## config.mk

```make
export PLATFORM = sky130hd
export DESIGN_NAME = axi_rr_read_arbiter
export DESIGN_NICKNAME = d
export VERILOG_FILES = /design/src/rtl/axi_rr_read_arbiter.sv
export SDC_FILE = /design/constraint.sdc
export NUM_CORES = 1
export LEC_CHECK = 0
export BUFFER_PORTS_ARGS = -buffer_cell sky130_fd_sc_hd__buf_2
export CAP_MARGIN = 40
export CORE_AREA = 2 2 195 197
export CTS_CLUSTER_SIZE = 28
export DETAILED_ROUTE_END_ITERATION = 16
export DIE_AREA = 0 0 197 199
export SLEW_MARGIN = 20
export SYNTH_ARGS = -nofsm -noshare
export SYNTH_HDL_FRONTEND = slang
export SYNTH_SLANG_ARGS = --single-unit
```

## constraint.sdc

```tcl
create_clock -name clk -period 2.6 [get_ports clk]
set_clock_uncertainty 0.05 [all_clocks]
set_input_delay 0 -clock clk [delete_from_list [all_inputs] [get_ports clk]]
set_output_delay 0 -clock clk [all_outputs]
set_load 0.02 [all_outputs]
```

## src/rtl/axi_rr_read_arbiter.sv

```systemverilog
// Round-robin arbiter sharing one downstream AXI read port among NM upstream masters.
// Exactly one read transaction is in flight at a time: address, then its data burst.
module axi_rr_read_arbiter #(
  parameter int NM  = 3,
  parameter int AW  = 64,
  parameter int DW  = 32,
  parameter int IDW = 4,
  localparam int ARP = IDW + 2 + 8 + 3 + AW,
  localparam int RP  = IDW + 2 + 1 + DW
) (
  input  logic              clk,
  input  logic              rst,
  input  logic [NM-1:0]     s_ar_valid,
  output logic [NM-1:0]     s_ar_ready,
  input  logic [NM*ARP-1:0] s_ar_pld,
  output logic [NM-1:0]     s_r_valid,
  input  logic [NM-1:0]     s_r_ready,
  output logic [NM*RP-1:0]  s_r_pld,
  output logic              m_ar_valid,
  input  logic              m_ar_ready,
  output logic [ARP-1:0]    m_ar_pld,
  input  logic              m_r_valid,
  output logic              m_r_ready,
  input  logic [RP-1:0]     m_r_pld,
  output logic [NM-1:0]     grant,
  output logic              err_len
);

  localparam int IW = (NM > 1) ? $clog2(NM) : 1;

  typedef enum logic [1:0] {StIdle, StAddr, StData} state_e;

  state_e         st_q, st_d;
  logic [NM-1:0]  grant_q, grant_d;
  logic [IW-1:0]  last_q, last_d;
  logic [ARP-1:0] pld_q, pld_d;
  logic [8:0]     cnt_q, cnt_d;
  logic           err_q, err_d;

  logic           hi_found, lo_found, win_found;
  logic [IW-1:0]  hi_idx, lo_idx, win_idx;
  logic [NM-1:0]  win_oh;
  logic [8:0]     cnt_inc, beats_exp;
  logic           beat_last, r_hs;

  // Requesters above last_q outrank those at or below it; lowest index wins within each group.
  always_comb begin
    hi_found = 1'b0;
    lo_found = 1'b0;
    hi_idx   = '0;
    lo_idx   = '0;
    for (int j = NM - 1; j >= 0; j--) begin
      if (s_ar_valid[j]) begin
        if (j > int'(last_q)) begin
          hi_found = 1'b1;
          hi_idx   = IW'(j);
        end else begin
          lo_found = 1'b1;
          lo_idx   = IW'(j);
        end
      end
    end
    win_found = hi_found | lo_found;
    win_idx   = hi_found ? hi_idx : lo_idx;
    win_oh    = win_found ? (NM'(1) << win_idx) : '0;
  end

  assign beats_exp = {1'b0, pld_q[AW+3 +: 8]} + 9'd1;
  assign cnt_inc   = cnt_q + 9'd1;
  assign beat_last = m_r_pld[DW];

  always_comb begin
    st_d       = st_q;
    grant_d    = grant_q;
    last_d     = last_q;
    pld_d      = pld_q;
    cnt_d      = cnt_q;
    err_d      = err_q;
    s_ar_ready = '0;
    m_ar_valid = 1'b0;
    m_r_ready  = 1'b0;
    s_r_valid  = '0;
    s_r_pld    = '0;
    r_hs       = 1'b0;
    unique case (st_q)
      StIdle: begin
        // Gating with rst keeps ready low while reset is held.
        if (win_found && !rst) begin
          s_ar_ready = win_oh;
          for (int k = 0; k < NM; k++) begin
            if (win_oh[k]) pld_d = s_ar_pld[k*ARP +: ARP];
          end
          grant_d = win_oh;
          last_d  = win_idx;
          cnt_d   = '0;
          st_d    = StAddr;
        end
      end
      StAddr: begin
        m_ar_valid = 1'b1;
        if (m_ar_ready) st_d = StData;
      end
      StData: begin
        m_r_ready = |(s_r_ready & grant_q);
        s_r_valid = grant_q & {NM{m_r_valid}};
        for (int k = 0; k < NM; k++) begin
          if (grant_q[k]) s_r_pld[k*RP +: RP] = m_r_pld;
        end
        r_hs = m_r_valid & m_r_ready;
        if (r_hs) begin
          if (beat_last) begin
            if (cnt_inc != beats_exp) err_d = 1'b1;
            cnt_d   = '0;
            grant_d = '0;
            st_d    = StIdle;
          end else begin
            if (cnt_inc == beats_exp) err_d = 1'b1;
            cnt_d = cnt_inc;
          end
        end
      end
      default: st_d = StIdle;
    endcase
  end

  always_ff @(posedge clk or posedge rst) begin
    if (rst) begin
      st_q    <= StIdle;
      grant_q <= '0;
      last_q  <= IW'(NM - 1);
      pld_q   <= '0;
      cnt_q   <= '0;
      err_q   <= 1'b0;
    end else begin
      st_q    <= st_d;
      grant_q <= grant_d;
      last_q  <= last_d;
      pld_q   <= pld_d;
      cnt_q   <= cnt_d;
      err_q   <= err_d;
    end
  end

  assign m_ar_pld = pld_q;
  assign grant    = grant_q;
  assign err_len  = err_q;

endmodule
```

==> metrics <==
outcome=complete, no violations; clk root buf=clkbuf_16; DR WL met2=13500 um; slowest CP cell=dfstp_2; FF+latch area=2450 sq um; maximum clock rate=435 MHz; total core area=37100 sq um; Crit path max-delay family=simple AND/OR/NAND/NOR gates; FF+latch count, synth=98; 1st-iter DRT viols=280; Yosys top cell by area=dfrtp_1; Die Ht=199 um; grt ovf=0; met1 wire length=10600 um; leakage power total=6.37 nW; via count=7617; GRT Util Overall=13.0%; post-DR wirelength/cell=16.0 um; Tcrit/Tclk final=88.4%; Synth async-reset ratio=100%; clock sinks=98; Final TNS setup=0 ns; Cell Pwr Density=918 nW/um^2; Peak VDD IR=400 uV; Tot Pwr=9.50 mW; Syn Nets=1027; area delta synth->final=54.4%; MaxCap Viol Count=0; Critical Path End=s_ar_ready[1]; EDFF count, synth=0; DRT antenna net count=0; Min-Delay Path Class=in2reg; number of H-tree levels=3; CTS tree=yes; top-area cell type share of the netlist area=36.2%; Detail Placement HPWL=21100 um; Area contributors post-synth=dfrtp_1 36%, mux2i_1 12%, and3_1 11%; RePlAce Congestion=0.871; Fillers=3978; Critical Path AT=2.25 ns; reg-to-reg endpoint=last_q[1]$_DFFE_PP1P_; R2R cell count=5; Placed Cells=1649; multi-input logic area=3890 sq um; initial antenna violation count=9; final std cells w/o fill=1706; Netlist cell types=43; CP Cell Sequence=nor2b_1 > o22ai_1 > nand2_4 > buf_12 > nor2_1 > buf_2; Port Buffer Count=501; largest net degree at the start of global routing=164; r2r setup slk=0.31 ns; Crit Path Class=reg2out; Top Metal Used=met5; required time worst endpoint=2.55 ns; commonest non-fill, non-tap cell in the layout=buf_2; CP Capture Type=output port; Worst-Margin Slew=0.902 ns; CP bufs+invs=2; Syn Area/Cell=9.14 sq um; I/O Pins=502; DRC=0; crit path from=last_q[1]$_DFFE_PP1P_; share of layout cells above drive strength 1=44.2%; clk slew on worst S/H paths=0.08 ns; WL final=27300 um; Synth Instances=733; first-pass GRT wire length=39000 um; RSZ-0062 raised after global routing=no; final instance area=10300 sq um; Post-CTS Setup Inserts=0; Worst-Skew Late Latency=0.35 ns; Slew HR=39.8%; Max FO, Critical Path=28; Mapped Area=6700 sq um; Slowest Stage Delay on Critical Path=0.56 ns; sequential area share after synthesis=36.6%; Worst R2R Start=st_q[0]$_DFFE_PP0P_; hold slack=0.0171 ns; Die X=197 um; # nets final=1516; Synth Warn #=0; 1st-pass router iterations=4; most frequent cells in the layout=501 x buf_2, 121 x and3_1, 97 x dfrtp_1, 96 x nor2_1, 84 x a21o_1; Final Hold Fails=0; vias per cell=4.46; effective utilization at floorplan=18.0%; Top FF cell, synth=dfrtp_1; Levels on crit path=6; fin crit period=2.30 ns; Final setup viols=0; CP Launch Type=flop; Core Rows=71; DP Area=9650 sq um; vias in the first global route=7159; CTS Buf Count=9; Slew Limit Fails=0; deepest clock path buffer count=2; met3 wire length=2010 um; Die ar.=39200 sq um
## synth_stat cells (all sizes together) (2+ instances only)
| master | count |
|---|---|
| and3 | 121 |
| dfrtp | 97 |
| nor2 | 97 |
| a21o | 84 |
| mux2i | 82 |
| a211oi | 81 |
| buf | 45 |
| clkbuf | 28 |
| o21ai | 14 |
| nand2 | 10 |
| nand3 | 10 |
| nor2b | 7 |
| nor3 | 7 |
| nand2b | 5 |
| xnor3 | 5 |
| xor2 | 5 |
| inv | 4 |
| xnor2 | 4 |
| a21oi | 3 |
| nand4 | 3 |
| o41ai | 3 |
| ha | 2 |
| o31ai | 2 |
| or3 | 2 |
## stage by stage
step                      worst slack [ns]  util, %
after floorplan                      0.760        -
after global placement               0.546     26.0
after detailed placement             0.510     26.0
after CTS                            0.179     27.8
after global routing                 0.111     27.9
final                                0.302     27.9
## registers in the layout, indices dropped and copies added (netlist names)
name and count:
m_ar_pld 81, last_q 2, grant 3, cnt_q 9, st_q 2, err_len 1
## routing by layer
layer	GRT usage (%)	vias to the layer above
met5	0	-
met4	7.21	6
met3	3.44	58
met2	23.5	371
met1	13.7	3515
li1	-	3667
## logic make-up after synthesis
group,synth area share [%]
XOR/XNOR,2.86
adder cells (fa/ha/maj),0.373
buffers and inverters,5.83
multiplexers,12.4
AO/OA/AOI/OAI,21.1
AND/OR/NAND/NOR,20.8
flip-flops,36.6
## worst reg2reg max path: stages (launching register included)
cell	delay [ns]
dfrtp_1	0.48
nor3_2	0.33
nand3_1	0.11
dlygate4sd3_1	0.56
o21ai_0	0.14
dlygate4sd3_1	0.56
## power by group
| group | internal, mW | switching, mW | total (mW) |
|---|---|---|---|
| registers | 2.22 | 0.482 | 2.70 |
| logic | 2.10 | 3.27 | 5.37 |
| clock network | 0.764 | 0.658 | 1.42 |
## worst min path at each step
stage	from	cells past startpoint	end
4_1_cts	s_ar_pld[220]	4	m_ar_pld[58]$_DFFE_PP0P_
6_report	s_ar_pld[164]	4	m_ar_pld[2]$_DFFE_PP0P_
2_1_floorplan	s_ar_valid[2]	2	last_q[1]$_DFFE_PP1P_
3_3_place_gp	rst	3	grant[0]$_DFFE_PP0P_
5_1_grt	s_ar_pld[191]	4	m_ar_pld[29]$_DFFE_PP0P_
3_5_place_dp	rst	3	grant[0]$_DFFE_PP0P_
## cell type report
cell class,instances,share of cell area [%]
Antenna cell,5,0.121
Inverter,4,0.181
Multi-Input combinational cell,558,37.6
Tap cell,474,5.73
Clock buffer,9,2.18
Clock inverter,7,0.847
Timing Repair Buffer,551,29.6
Sequential cell,98,23.7
## what timing repair did
action	4_1_cts	5_1_grt
endpoints found under the hold margin	130	0
resized for setup	0	1
setup endpoints to repair	0	1
hold buffers	36	0
Power figures use the tool's default switching activity.
